--- config.mk ---
export PLATFORM = sky130hd
export DESIGN_NAME = instruction_fetch_unit
export DESIGN_NICKNAME = d
export VERILOG_FILES = /design/src/rtl/fetch_pkg.sv /design/src/rtl/fetch_fifo.sv /design/src/rtl/instruction_fetch_unit.sv
export SDC_FILE = /design/constraint.sdc
export NUM_CORES = 1
export LEC_CHECK = 0
export CELL_PAD_IN_SITES_DETAIL_PLACEMENT = 1
export CELL_PAD_IN_SITES_GLOBAL_PLACEMENT = 2
export CORE_UTILIZATION = 38
export DETAILED_ROUTE_END_ITERATION = 6
export HOLD_SLACK_MARGIN = 0.12
export PLACE_DENSITY_LB_ADDON = 0.1
export SLEW_MARGIN = 20
export SYNTH_ARGS = -nofsm -noshare
export SYNTH_HDL_FRONTEND = slang
export SYNTH_SLANG_ARGS = --single-unit
--- constraint.sdc ---
create_clock -name clk -period 19.4 [get_ports clk]
set_input_delay 2.91 -clock clk [delete_from_list [all_inputs] [get_ports clk]]
set_output_delay 2.91 -clock clk [all_outputs]
set_load 0.05 [all_outputs]
--- src/rtl/fetch_pkg.sv ---
`default_nettype none
// ============================================================================
// Module   : fetch_pkg
// Purpose  : Shared constants and types for the instruction fetch stage.
//            Holds the default datapath width and reset PC, the RISC-V
//            register-field positions, the NOP encoding and the fetch FSM
//            state type.
// Ports    : none (package)
// Revision : 1.0 - initial release
// ============================================================================
package fetch_pkg;

   localparam int          XLEN     = 32;
   localparam logic [31:0] RESET_PC = 32'h0000_0000;

   // Register-specifier positions inside a 32-bit instruction word
   localparam int RS1_LSB = 15;
   localparam int RS2_LSB = 20;
   localparam int RD_LSB  = 7;
   localparam int REG_W   = 5;

   localparam logic [31:0] NOP = 32'h0000_0013;   // addi x0,x0,0

   typedef enum logic [0:0] {
      BOOT = 1'b0,
      RUN  = 1'b1
   } fetch_state_e;

endpackage : fetch_pkg
`default_nettype wire

--- src/rtl/fetch_fifo.sv ---
`default_nettype none
// ============================================================================
// Module   : fetch_fifo
// Purpose  : Small synchronous in-order FIFO with flush. Used both as the
//            instruction buffer ({pc, instr}) and as the side queue of
//            requested PCs.
// Ports    : clk, rst_n      - clock, async active-low reset
//            flush_i         - discard all entries (wins over push/pop)
//            push_i/data_i   - write an entry
//            pop_i           - remove the head entry
//            head_o          - head entry, zero when empty
//            valid_o         - FIFO not empty
//            count_o         - number of stored entries
// Revision : 1.0 - initial release
// ============================================================================
module fetch_fifo #(
   parameter int WIDTH = 64,
   parameter int DEPTH = 2,
   localparam int AW   = $clog2(DEPTH)
) (
   input  logic             clk,
   input  logic             rst_n,
   input  logic             flush_i,
   input  logic             push_i,
   input  logic [WIDTH-1:0] data_i,
   input  logic             pop_i,
   output logic [WIDTH-1:0] head_o,
   output logic             valid_o,
   output logic [AW:0]      count_o
);

   localparam logic [AW:0] FULL_CNT = (AW + 1)'(DEPTH);

   logic [WIDTH-1:0] mem_q [DEPTH];
   logic [AW-1:0]    wr_ptr_q, rd_ptr_q;
   logic [AW:0]      count_q;
   logic             wr_en, rd_en;

   // A push into a full FIFO is still accepted when the head leaves this cycle
   assign rd_en   = pop_i && (count_q != '0);
   assign wr_en   = push_i && ((count_q != FULL_CNT) || rd_en);

   assign valid_o = (count_q != '0);
   assign count_o = count_q;
   assign head_o  = valid_o ? mem_q[rd_ptr_q] : '0;

   always_ff @(posedge clk or negedge rst_n) begin
      if (!rst_n) begin
         wr_ptr_q <= '0;
         rd_ptr_q <= '0;
         count_q  <= '0;
      end else if (flush_i) begin
         wr_ptr_q <= '0;
         rd_ptr_q <= '0;
         count_q  <= '0;
      end else begin
         if (wr_en) wr_ptr_q <= wr_ptr_q + 1'b1;
         if (rd_en) rd_ptr_q <= rd_ptr_q + 1'b1;
         count_q <= count_q + {{AW{1'b0}}, wr_en} - {{AW{1'b0}}, rd_en};
      end
   end

   // Storage needs no reset: the head is masked while the FIFO is empty
   always_ff @(posedge clk) begin
      if (wr_en && !flush_i) mem_q[wr_ptr_q] <= data_i;
   end

endmodule : fetch_fifo
`default_nettype wire

--- src/rtl/instruction_fetch_unit.sv ---
`default_nettype none
// ============================================================================
// Module   : instruction_fetch_unit
// Purpose  : Fetch stage. Holds the PC, issues word requests to instruction
//            memory under a credit rule that guarantees every response has a
//            buffer slot, buffers responses in order and presents one decoded
//            instruction per cycle. A redirect flushes buffered instructions
//            and drops every response still in flight.
// Ports    : clk, rst_n                 - clock, async active-low reset
//            imem_req/addr/gnt          - fetch request handshake
//            imem_rvalid/rdata          - in-order fetch responses
//            redirect_valid/pc          - taken branch/jump
//            instr_valid/ready          - downstream handshake
//            instr, instr_pc            - head instruction and its PC
//            rs1_addr, rs2_addr, rd_addr- register fields of instr
// Revision : 1.0 - initial release
// ============================================================================
module instruction_fetch_unit
   import fetch_pkg::*;
#(
   parameter int              XLEN       = fetch_pkg::XLEN,
   parameter logic [XLEN-1:0] RESET_PC   = fetch_pkg::RESET_PC,
   parameter int              FIFO_DEPTH = 2
) (
   input  logic            clk,
   input  logic            rst_n,
   output logic            imem_req,
   output logic [XLEN-1:0] imem_addr,
   input  logic            imem_gnt,
   input  logic            imem_rvalid,
   input  logic [XLEN-1:0] imem_rdata,
   input  logic            redirect_valid,
   input  logic [XLEN-1:0] redirect_pc,
   input  logic            instr_ready,
   output logic            instr_valid,
   output logic [XLEN-1:0] instr,
   output logic [XLEN-1:0] instr_pc,
   output logic [4:0]      rs1_addr,
   output logic [4:0]      rs2_addr,
   output logic [4:0]      rd_addr
);

   localparam int          CW        = $clog2(FIFO_DEPTH) + 1;
   localparam logic [CW:0] CREDITS   = (CW + 1)'(FIFO_DEPTH);

   fetch_state_e    state_q, state_d;
   logic [XLEN-1:0] pc_q, pc_d;
   logic [CW-1:0]   drop_q, drop_d;

   logic [CW-1:0]     fifo_count, pcq_count, outstanding;
   logic [2*XLEN-1:0] fifo_head;
   logic [XLEN-1:0]   pcq_head;
   logic              pcq_valid;
   logic              issue, resp, resp_keep;
   logic              has_credit;

   // Outstanding requests are either waiting to be dropped or have their PC
   // parked in the side queue, so the count is derived rather than stored.
   assign outstanding = drop_q + pcq_count;

   assign has_credit = ({1'b0, outstanding} + {1'b0, fifo_count}) < CREDITS;
   assign imem_req   = (state_q == RUN) && has_credit && !redirect_valid;
   assign imem_addr  = pc_q;

   assign issue     = imem_req && imem_gnt;
   assign resp      = imem_rvalid && (outstanding != '0);
   assign resp_keep = resp && (drop_q == '0) && pcq_valid;

   always_comb begin
      state_d = state_q;
      pc_d    = pc_q;
      drop_d  = drop_q;

      case (state_q)
         BOOT:    state_d = RUN;
         RUN:     state_d = RUN;
         default: state_d = BOOT;
      endcase

      if (redirect_valid) begin
         pc_d   = {redirect_pc[XLEN-1:2], 2'b00};
         // Everything still in flight after this cycle's response is stale
         drop_d = outstanding - {{(CW-1){1'b0}}, resp};
      end else begin
         if (issue) pc_d = pc_q + XLEN'(4);
         if (resp && (drop_q != '0)) drop_d = drop_q - 1'b1;
      end
   end

   always_ff @(posedge clk or negedge rst_n) begin
      if (!rst_n) begin
         state_q <= BOOT;
         pc_q    <= RESET_PC;
         drop_q  <= '0;
      end else begin
         state_q <= state_d;
         pc_q    <= pc_d;
         drop_q  <= drop_d;
      end
   end

   // PCs of issued, not-yet-dropped requests, matched to responses in order
   fetch_fifo #(
      .WIDTH (XLEN),
      .DEPTH (FIFO_DEPTH)
   ) u_pc_queue (
      .clk     (clk),
      .rst_n   (rst_n),
      .flush_i (redirect_valid),
      .push_i  (issue),
      .data_i  (pc_q),
      .pop_i   (resp_keep),
      .head_o  (pcq_head),
      .valid_o (pcq_valid),
      .count_o (pcq_count)
   );

   // Instruction buffer; a redirect flush takes priority over push and pop
   fetch_fifo #(
      .WIDTH (2 * XLEN),
      .DEPTH (FIFO_DEPTH)
   ) u_instr_fifo (
      .clk     (clk),
      .rst_n   (rst_n),
      .flush_i (redirect_valid),
      .push_i  (resp_keep && !redirect_valid),
      .data_i  ({pcq_head, imem_rdata}),
      .pop_i   (instr_valid && instr_ready && !redirect_valid),
      .head_o  (fifo_head),
      .valid_o (instr_valid),
      .count_o (fifo_count)
   );

   // Head is already zero when the buffer is empty
   assign instr    = fifo_head[XLEN-1:0];
   assign instr_pc = fifo_head[2*XLEN-1:XLEN];
   assign rs1_addr = instr[RS1_LSB +: REG_W];
   assign rs2_addr = instr[RS2_LSB +: REG_W];
   assign rd_addr  = instr[RD_LSB  +: REG_W];

endmodule : instruction_fetch_unit
`default_nettype wire
After elaboration in Yosys (flattened, before gate mapping). Memory sizes are Yosys's and may differ from the RTL's. Cells that the tools add are included. Widths: inputs -> output; s select.

Bits in registers: 43. Bits in writable memories: 192. Output and inout port bits: 113. Word-level logic and storage cells: 77. Memories: 2.

Memories: u_instr_fifo.mem_q (depth 2, bits a word 64, rd ports 1, clocked after Yosys merged registers in 0, wr ports 1, line fetch_fifo.sv:34) `logic [WIDTH-1:0] mem_q [DEPTH];`; u_pc_queue.mem_q (depth 2, bits a word 32, rd ports 1, clocked after Yosys merged registers in 0, wr ports 1, line fetch_fifo.sv:34).

$add $sub $neg: 13. Order comparisons: 1. Eq/ne operators: 2. Muxes and demuxes: 20. Reductions and logical operators: 30.

Operators with widths (count): $mux 32 (3); $mux 64 (1); $add 32x3->32 const B (1); $reduce_bool 2->1 (10); $logic_and 1x1->1 (16); $mux 1 (12); $mux 2 (4); $sub 2x1->2 (3); $add 1x1->1 const B (4); $add 2x1->2 (2); $ne 2x2->1 const B (2); $add 2x2->3 (1); $lt 3x2->1 const B (1); $add 2x2->2 (1); $logic_not 2->1 (1); $logic_or 1x1->1 (2); $sub 2x1->2 const B (1); $logic_not 1->1 (1).

Logic depth before layout (Yosys ltp). Gate-level depths: netlist of the first run.

Word-level depth: 11. Mapped depth: 11. Depth with buffers taken out: 10.

Cells and area by module. A second synthesis of the first run with hierarchy kept.

Cells, all modules: 700. Area, all modules: 9929.5 um^2.

By module, submodules not included: fetch_fifo at u_instr_fifo (times used 1, cells an instance 294, area each 5074.9 um^2, seq. area each 3943.8 um^2); fetch_fifo at u_pc_queue (times used 1, cells an instance 159, area each 2652.5 um^2, seq. area each 2021.9 um^2); instruction_fetch_unit (times used 1, cells an instance 247, area each 2202.1 um^2, seq. area each 825.8 um^2).

Least setup slack after synthesis of the first run. Ideal clock, no wire load.

Path kind: input to register. Start: in imem_rvalid. End: mem u_instr_fifo.mem_q[0][0] (enable). Library setup time: 0.562 ns. Arrival: 7.641 ns. Required time: 18.838 ns. Slack: 11.197 ns. Stages: 4. Buffers on the path: 0. Cells stage by stage: nand2_1 -> a211oi_2 -> o31ai_1 -> nor3_1.

Word-level cells in the longest chain between the ends: 8.

Ends and longest elaborated chain: start: declaration (line instruction_fetch_unit.sv:30) `input logic imem_rvalid,`; $logic_and 1x1->1 (line instruction_fetch_unit.sv:66) `assign resp = imem_rvalid && (outstanding != '0);`; $logic_and 1x1->1 (2 in series) (line instruction_fetch_unit.sv:67) `assign resp_keep = resp && (drop_q == '0) && pcq_valid;`; $logic_and 1x1->1 (line instruction_fetch_unit.sv:126) `.push_i (resp_keep && !redirect_valid),`; $logic_and 1x1->1 (line fetch_fifo.sv:41) `assign wr_en = push_i && ((count_q != FULL_CNT) || rd_en);`; $logic_and 1x1->1 (line fetch_fifo.sv:65) `if (wr_en && !flush_i) mem_q[wr_ptr_q] <= data_i;`; $mux 1 (line fetch_fifo.sv:65); $mux 1 (not written as such) (line fetch_fifo.sv:65); end: declaration (line fetch_fifo.sv:34).

No other way between the ends.

Worst setup path in the final report of the first run.
Start: in redirect_valid. End: out imem_req.

Word-level cells in the longest chain between the ends: 2.

Ends and longest elaborated chain: start: declaration (line instruction_fetch_unit.sv:32) `input logic redirect_valid,`; $logic_not 1->1 (line instruction_fetch_unit.sv:62) `assign imem_req = (state_q == RUN) && has_credit && !redirect_valid;`; $logic_and 1x1->1 (line instruction_fetch_unit.sv:62); end: declaration (line instruction_fetch_unit.sv:27) `output logic imem_req,`.

No other way between the ends.

==> flow_summary.json, run 1 <==
{
  "postCtsSetupRepairBufs": 0,
  "max_slew.worst_pin.slew_ns": 0.860,
  "viasPerCell": 5.08,
  "pwr-share-comb_pct": 16.4,
  "syn_to_final_growth_pct": 29.3,
  "dp_cells": 1170,
  "maxSlewViolCount": 0,
  "period_minus_slack_ns": 7.52,
  "routed_wl_um": 22200,
  "n_antenna_cell": 0,
  "fp-row-count": 57,
  "worstSetupEndpointType": "output port",
  "leakage_nw": 4.19,
  "cts_max_path_buffers": 3,
  "netlist_instances": 708,
  "synth_edf_count": 186,
  "cts_hold_buf": 0,
  "finalNetCount": 953,
  "wl_per_cell_um": 18.2,
  "tritoncts": "yes",
  "internal_power_w": 0.000905,
  "synth_area_um2": 9660,
  "cts_root_buf": "clkbuf_16",
  "crit_start": "redirect_valid",
  "start_kind": "primary input",
  "setup_viol": 0,
  "status": "finished, final reports clean",
  "finalNonFillerCells": 1216,
  "rsz0062_at_grt": "no",
  "gp_congestion": 0.786,
  "fin_crit_sh_pct": 38.8,
  "ant_nets": 0,
  "arrival_ns": 4.61,
  "vias": 6177,
  "timing.rr.start": "drop_q[0]$_DFFE_PN0P_",
  "ir_drop_v": 0.0000554,
  "worstHoldStart": "u_pc_queue.rd_ptr_q$_DFFE_PN0P_",
  "power_switching_share_pct": 27.5,
  "whs_ns": 0.547,
  "first_pass_iters": 4,
  "powerDensity_nw_per_um2": 99.9,
  "die-height_um": 161,
  "ys.flop_type": "edfxtp_1",
  "dp_hpwl_um": 14400,
  "dr.first_iter.drc_count": 352,
  "drc": 0,
  "drv_cap": 0,
  "ys_ff_latch": 227,
  "finClkSkew_ns": 0.0137,
  "post_cts_resized": 0,
  "synth_async_sr_flop_share_pct": 18.1,
  "cts_num_sinks": 227,
  "clock_latency_ns": 0.50,
  "path_class": "primary input to output port",
  "grt_pass1_vias": 6481,
  "grt_max_degree": 65,
  "drive_above_1_share_pct": 6.50,
  "clk_pin_slew_ns": 0.06,
  "pwr-share-seq_pct": 47.4,
  "syn_area_per_cell_um2": 13.7,
  "cp_max_fo": 56,
  "synth_warnings": 0,
  "htreeDepth": 1,
  "crit_required_ns": 16.49,
  "io_buffer_count": 178,
  "p_clk_share_pct": 36.2,
  "timing.setup.tns_ns": 0,
  "dieArea_um2": 26100,
  "core_um2": 24600,
  "antenna_found_initial": 0,
  "yosysSeqAreaShare_pct": 68.4,
  "initial_utilization_pct": 39.3,
  "io_pins": 183,
  "slew_headroom_pct": 42.6,
  "numCtsBuffers": 25,
  "grt-ovfl-total": 0,
  "fp.dieW_um": 161,
  "ys_types": 48,
  "fmax_ghz": 0.133,
  "grt_pass1_wl_um": 35400,
  "hold_class": "flip-flop to flip-flop",
  "grt_use_total_pct": 17.2,
  "nFillCells": 2513,
  "final-hold-violation-count": 0,
  "p_switching_w": 0.000343
}
[final cells by class]
type | count | area, um^2 | share of cell area (%)
multi-input cells | 417 | 2760 | 22.1
repair buffers | 189 | 1870 | 15.0
flip-flops and latches | 227 | 6620 | 53.0
clock buffers | 34 | 679 | 5.44
inverters | 14 | 52.6 | 0.421
well taps | 324 | 405 | 3.25
clock inverters | 11 | 109 | 0.871
[logic make-up (layout without fill, tap and decap cells)]
group | Yosys count | after routing | synth area share (%)
DFF | 227 | 227 | 68.4
and+or+nand+nor | 225 | 225 | 10.8
muxes | 94 | 94 | 9.74
AOI/OAI and AO/OA | 69 | 69 | 4.91
buffers and inverters | 67 | 248 | 3.33
xor gates and xnor gates | 15 | 15 | 1.51
adders and majority gates | 9 | 9 | 1.24
other | 2 | 5 | 0.0777
[critical path: stages]
cell             delay, ns
buf_2                 0.09
buf_4                 0.29
and4b_1               0.45
clkdlybuf4s50_1       0.84
[stage by stage]
step / area, um^2 / setup slack, ns / utilization (%) / total power (W)
after floorplan: 9680 / 11.20 / - / 0.000724
after global placement: 11700 / 11.88 / 47.5 / 0.000797
after detailed placement: 11700 / 11.87 / 47.5 / 0.000808
after CTS: 12500 / 11.86 / 50.7 / 0.00126
after global routing: 12500 / 11.81 / 50.8 / 0.00130
final: 12500 / 11.88 / 50.8 / 0.00125
[sequential cells by signal (all words and copies together), names as in the netlist]
register and cells:
drop_q 2, imem_addr 30, state_q 1, u_instr_fifo.count_o 2
u_instr_fifo.mem_q 126, u_instr_fifo.rd_ptr_q 1, u_instr_fifo.wr_ptr_q 1, u_pc_queue.count_o 2
u_pc_queue.mem_q 60, u_pc_queue.rd_ptr_q 1, u_pc_queue.wr_ptr_q 1
[layer usage]
layer / up-vias / GRT usage [%] / wire (um)
met3: 31 / 3.06 / 1400
met1: 3048 / 24.1 / 10100
met4: 0 / 4.76 / 410
li1: 2911 / - / -
met5: - / 0 / 0
met2: 187 / 27.4 / 10200
[path summary, 6_finish.rpt]
check                                                     to  depth (start not counted)  slack (ns)
min in group asynchronous          imem_addr[16]$_DFFE_PN0P_                          1        2.41
max                                                 imem_req                          4       11.88
max reg2reg                        imem_addr[27]$_DFFE_PN0P_                         10       15.93
min                          u_pc_queue.rd_ptr_q$_DFFE_PN0P_                          2        0.55
max in group asynchronous  u_instr_fifo.rd_ptr_q$_DFFE_PN0P_                          1       16.55
min reg2reg                  u_pc_queue.rd_ptr_q$_DFFE_PN0P_                          2        0.55
[power by group through the flow]
stage                     Clock [W]  Combinational, W  Sequential [W]
after floorplan                   0          0.000106        0.000618
after global placement            0          0.000197        0.000599
after detailed placement          0          0.000206        0.000602
after CTS                  0.000463          0.000207        0.000592
after global routing       0.000484          0.000221        0.000595
final                      0.000452          0.000205        0.000591
[layout by cell type, fill, tap and decap left out, drive strengths merged, types with 2 or more instances in the layout]
cell and instances:
nand2 38, o31a 2, o311ai 7, a22oi 4, bufinv 2, o21ai 23, xor2 6, clkinv 7
inv 15, a21boi 2, and2 4, a21oi 8, dfrtp 41, nand3 19, clkbuf 34, ha 8
conb 5, nor2b 6, buf 13, a221o 6, clkdlybuf4s50 176, nor2 117, nand3b 4, a31oi 4
or3 2, o31ai 2, nand4 14, o211ai 6, mux2i 94, edfxtp 186, xnor2 8, nor3 4
a32oi 2, nor4 6, and3 6
[Yosys cell counts (all sizes together), types with 2 or more instances]
cell | n | area share, %
a21boi | 2 | 0.16
a21oi | 8 | 0.41
a221o | 6 | 0.63
a22oi | 4 | 0.31
a31oi | 4 | 0.26
a32oi | 2 | 0.18
and2 | 4 | 0.26
and3 | 6 | 0.39
buf | 22 | 1.6
clkbuf | 31 | 1.2
conb | 2 | 0.078
dfrtp | 41 | 11
edfxtp | 186 | 58
ha | 8 | 1.0
inv | 14 | 0.54
mux2i | 94 | 9.7
nand2 | 38 | 1.6
nand3 | 19 | 0.98
nand3b | 4 | 0.31
nand4 | 14 | 1.1
nor2 | 117 | 4.5
nor2b | 6 | 0.39
nor3 | 4 | 0.21
nor4 | 6 | 0.54
o211ai | 6 | 0.47
o21ai | 23 | 1.2
o311ai | 7 | 0.63
o31a | 2 | 0.18
o31ai | 2 | 0.16
or3 | 2 | 0.13
xnor2 | 8 | 0.73
xor2 | 6 | 0.54
Note: power is estimated with default switching activity, not from simulation.
==> inputs of run 2 (changes only) <==
- CORE_UTILIZATION: 38 -> 36
- clock period: 19.4 -> 6.95 ns (I/O delays scaled with it)
==> flow_summary.json, run 2 (same netlist as run 1, synthesis figures left out) <==
{
  "status": "complete, but fails checks",
  "violations": "DRC",
  "fmax_ghz": 0.233,
  "finalNonFillerCells": 1225,
  "crit_family": "buffers and inverters",
  "viasPerCell": 5.09,
  "hold_class": "flip-flop to flip-flop",
  "rsz0062_at_grt": "no",
  "syn_to_final_growth_pct": 28.7,
  "dieArea_um2": 27500,
  "wl_met3_um": 1480,
  "initial_utilization_pct": 36.9,
  "layout_commonest_cell": "edfxtp_1",
  "vias": 6239,
  "crit_start": "drop_q[0]$_DFFE_PN0P_",
  "drive_above_1_share_pct": 6.52,
  "io_pins": 183,
  "clk_pin_slew_ns": 0.06,
  "cts_max_path_buffers": 3,
  "cpPeakStageDelay_ns": 0.85,
  "die-height_um": 166,
  "dp_hpwl_um": 15000,
  "tritoncts": "yes",
  "grt_pass1_vias": 6662,
  "dp_cells": 1180,
  "final-hold-violation-count": 0,
  "crit_required_ns": 5.91,
  "cts_hold_buf": 0,
  "grt_pass1_wl_um": 37100,
  "ant_nets": 0,
  "wl_per_cell_um": 19.0,
  "layout_common_cells": "186 x edfxtp_1, 176 x clkdlybuf4s50_1, 115 x nor2_1",
  "core_um2": 26200,
  "maxSlewViolCount": 0,
  "cp_num_buf_inv": 2,
  "start_kind": "flip-flop",
  "worstSetupEndpointType": "output port",
  "finClkSkew_ns": 0.0161,
  "timing.setup.tns_ns": 0,
  "regMostFlops": "u_instr_fifo.mem_q",
  "wl_met1_um": 10400,
  "drv_cap": 0,
  "io_buffer_count": 178,
  "worst_path_max_delay_cell": "clkdlybuf4s50_1",
  "grt_max_degree": 65,
  "setup_viol": 0,
  "worstHoldStart": "imem_addr[30]$_DFFE_PN0P_",
  "period_minus_slack_ns": 4.28,
  "cp_max_fo": 5,
  "n_antenna_cell": 0,
  "drc": 19,
  "path_class": "flip-flop to output port",
  "cts_root_buf": "clkbuf_16",
  "postCtsSetupRepairBufs": 0,
  "fp.dieW_um": 166,
  "fp-row-count": 59,
  "numCtsBuffers": 25,
  "cts_num_sinks": 227,
  "post_cts_resized": 0,
  "slew_headroom_pct": 34.2,
  "grt_use_total_pct": 17.0,
  "crit_chain": "ha_1 > xor3_1 > inv_1 > fa_1 > and4b_1 > clkdlybuf4s50_1",
  "largest_reg_flops": 126,
  "arrival_ns": 3.24,
  "ir_drop_v": 0.000206,
  "gp_congestion": 0.756,
  "powerDensity_nw_per_um2": 276,
  "dr_wl_met2_um": 11000,
  "antenna_found_initial": 0,
  "max_slew.worst_pin.slew_ns": 0.988,
  "leakage_nw": 4.15,
  "timing.rr.start": "drop_q[0]$_DFFE_PN0P_",
  "clock_latency_ns": 0.51,
  "first_pass_iters": 7,
  "rrSetupSlack_ns": 3.16,
  "finalNetCount": 951,
  "routed_wl_um": 23300,
  "grt-ovfl-total": 0,
  "fin_crit_sh_pct": 61.6,
  "dr.first_iter.drc_count": 344,
  "dr.max_layer_used": "met4",
  "htreeDepth": 1
}
## run 2: layer usage
metal | track usage (%) | vias to the layer above
met2 | 28.5 | 189
met5 | 0 | -
met3 | 2.48 | 25
li1 | - | 2918
met4 | 4.43 | 0
met1 | 23.3 | 3107
## run 2: stage by stage
step / utilization (%) / worst slack, ns / area, um^2 / hold WS [ns] / total power [W]
floorplan: - / 0.614 / 9680 / 0.519 / 0.00202
global placement: 44.6 / 2.79 / 11700 / 0.557 / 0.00223
detailed placement: 44.6 / 2.69 / 11700 / 0.573 / 0.00225
CTS: 47.4 / 2.67 / 12400 / 0.593 / 0.00348
global route: 47.4 / 2.51 / 12400 / 0.631 / 0.00358
finish: 47.4 / 2.67 / 12400 / 0.583 / 0.00343
## run 2: final cells by class
type,count,area [um^2]
Inverter,14,52.6
Clock buffer,31,648
Fill cell,2721,13800
Timing Repair Buffer,187,1840
Tap cell,335,419
Clock inverter,14,93.8
Multi-Input combinational cell,417,2770
Sequential cell,227,6620
## run 2: report_power, final
| part | leakage [nW] | switching (W) | total, W | internal [W] |
|---|---|---|---|---|
| clock | 0.361 | 0.000515 | 0.00121 | 0.000696 |
| sequential | 2.20 | 0.0000959 | 0.00165 | 0.00156 |
| combinational | 1.59 | 0.000359 | 0.000568 | 0.000209 |
| total | 4.15 | 0.000971 | 0.00343 | 0.00246 |
## run 2: worst paths after layout
path,endpoint,cells past startpoint
max,imem_req,6
min,u_pc_queue.mem_q[0][30]$_DFFE_PP_,0
max reg2reg,u_pc_queue.mem_q[0][18]$_DFFE_PP_,9
min reg2reg,u_pc_queue.mem_q[0][30]$_DFFE_PP_,0
max in group asynchronous,u_instr_fifo.rd_ptr_q$_DFFE_PN0P_,2
min in group asynchronous,imem_addr[17]$_DFFE_PN0P_,2
==> inputs of run 3 (changes only) <==
- CORE_UTILIZATION: 36 -> 32
- clock period: 6.95 -> 3.5 ns (I/O delays scaled with it)
==> flow_summary.json, run 3 (same netlist as run 1, synthesis figures left out) <==
{
  "status": "finished, final reports clean",
  "fp.dieW_um": 176,
  "io_buffer_count": 178,
  "worstSetupEndpointType": "output port",
  "cts_num_sinks": 227,
  "path_class": "flip-flop to output port",
  "placedInstanceArea_um2": 11900,
  "postCtsSetupRepairBufs": 0,
  "grt-ovfl-total": 0,
  "seqCellArea_um2": 6620,
  "tritoncts": "yes",
  "crit_chain": "buf_12 > mux2i_1 > nor2_1 > clkdlybuf4s50_1",
  "setup_viol": 0,
  "viasPerCell": 4.82,
  "drive_above_1_share_pct": 7.79,
  "finClkSkew_ns": 0.00662,
  "io_pins": 183,
  "hold_class": "primary input to flip-flop",
  "grt_use_total_pct": 15.7,
  "period_minus_slack_ns": 3.12,
  "clk_pin_slew_ns": 0.06,
  "grt_pass1_wl_um": 37500,
  "final-hold-violation-count": 0,
  "fin_crit_sh_pct": 89.0,
  "dp_hpwl_um": 16000,
  "maxSlewViolCount": 0,
  "worst_path_max_delay_cell": "clkdlybuf4s50_1",
  "start_kind": "flip-flop",
  "layout_commonest_cell": "edfxtp_1",
  "wl_per_cell_um": 18.5,
  "final_area_um2": 12700,
  "finalNetCount": 960,
  "cp_max_fo": 24,
  "nFillCells": 3091,
  "htreeDepth": 1,
  "rsz0062_at_grt": "no",
  "first_pass_iters": 4,
  "max_slew.worst_pin.slew_ns": 0.972,
  "crit_required_ns": 2.97,
  "cts_max_path_buffers": 3,
  "ant_nets": 0,
  "routed_wl_um": 23800,
  "dr.first_iter.drc_count": 279,
  "fp-row-count": 63,
  "grt_pass1_vias": 6746,
  "arrival_ns": 2.59,
  "numCtsBuffers": 25,
  "powerDensity_nw_per_um2": 543,
  "clock_latency_ns": 0.51,
  "grt_max_degree": 65,
  "cts_root_buf": "clkbuf_16",
  "gp_congestion": 0.746,
  "drc": 0,
  "syn_to_final_growth_pct": 31.6,
  "drv_cap": 0,
  "largest_reg_flops": 126,
  "leakage_nw": 4.24,
  "dieArea_um2": 30900,
  "antenna_found_initial": 1,
  "die-height_um": 176,
  "initial_utilization_pct": 32.6,
  "n_antenna_cell": 0,
  "regMostFlops": "u_instr_fifo.mem_q",
  "slew_headroom_pct": 35.2,
  "ir_drop_v": 0.000267,
  "timing.setup.tns_ns": 0,
  "layout_common_cells": "186 x edfxtp_1, 175 x clkdlybuf4s50_1, 115 x nor2_1",
  "core_um2": 29600,
  "vias": 6214,
  "cpPeakStageDelay_ns": 0.85,
  "multi_input_area_um2": 2780,
  "fmax_ghz": 0.321
}
-- run 3: path summary, 6_finish.rpt --
path                                              startpoint                                end  slack, ns  depth (start not counted)
hold reg to reg                    imem_addr[31]$_DFFE_PN0P_  u_pc_queue.mem_q[1][31]$_DFFE_PP_       0.57                          0
setup / recovery           u_instr_fifo.rd_ptr_q$_DFFE_PN0P_                          instr[10]       0.38                          4
min in group asynchronous                              rst_n  u_instr_fifo.count_o[1]$_DFF_PN0_       0.49                          2
max in group asynchronous                              rst_n    u_pc_queue.rd_ptr_q$_DFFE_PN0P_       2.22                          3
setup reg to reg                       drop_q[0]$_DFFE_PN0P_  u_pc_queue.mem_q[0][24]$_DFFE_PP_       0.41                          9
hold / removal                                redirect_valid  u_instr_fifo.rd_ptr_q$_DFFE_PN0P_       0.38                          2
-- run 3: per-stage QoR --
step	hold slack, ns	instances	power (W)	utilization (%)	setup WS, ns
6_report	0.383	1289	0.00690	42.9	0.384
5_1_grt	0.395	1289	0.00720	42.9	0.244
4_1_cts	0.371	1289	0.00702	42.9	0.339
3_5_place_dp	0.500	1243	0.00450	40.3	0.444
3_3_place_gp	0.495	1243	0.00445	40.3	0.548
2_1_floorplan	0.229	711	0.00401	-	-0.0181
-- run 3: per-layer routing --
layer	share of wire, %	vias to the layer above	global-route usage (%)	routed length [um]
met4	1.3	2	3.66	313
met1	43	3091	19.6	10300
met3	4.6	28	2.73	1100
met2	51	154	28.0	12100
met5	0.038	-	0	9
li1	-	2939	-	-
-- run 3: power by group --
group	total (W)	leakage (nW)	switching (W)	internal, W
clock network	0.00247	0.378	0.00103	0.00145
logic	0.00116	1.66	0.000731	0.000432
registers	0.00327	2.20	0.000175	0.00309
-- run 3: final cells by class --
class,instances,area share (%)
Multi-Input combinational cell,417,21.8
Clock inverter,19,1.13
Clock buffer,26,4.95
Tap cell,390,3.84
Sequential cell,227,52.0
Timing Repair Buffer,196,15.8
Inverter,14,0.413
-- run 3: timing repair --
action,in CTS,in global routing
gates resized for setup,0,0
hold endpoints to repair,15,0
hold buffers,1,0
-- run 3: critical path, delay by kind of cell (launching register included) --
kind | cells | cell delay [ns]
buf+inv | 2 | 1.11
flops | 1 | 0.68
mux | 1 | 0.10
simple gates | 1 | 0.15
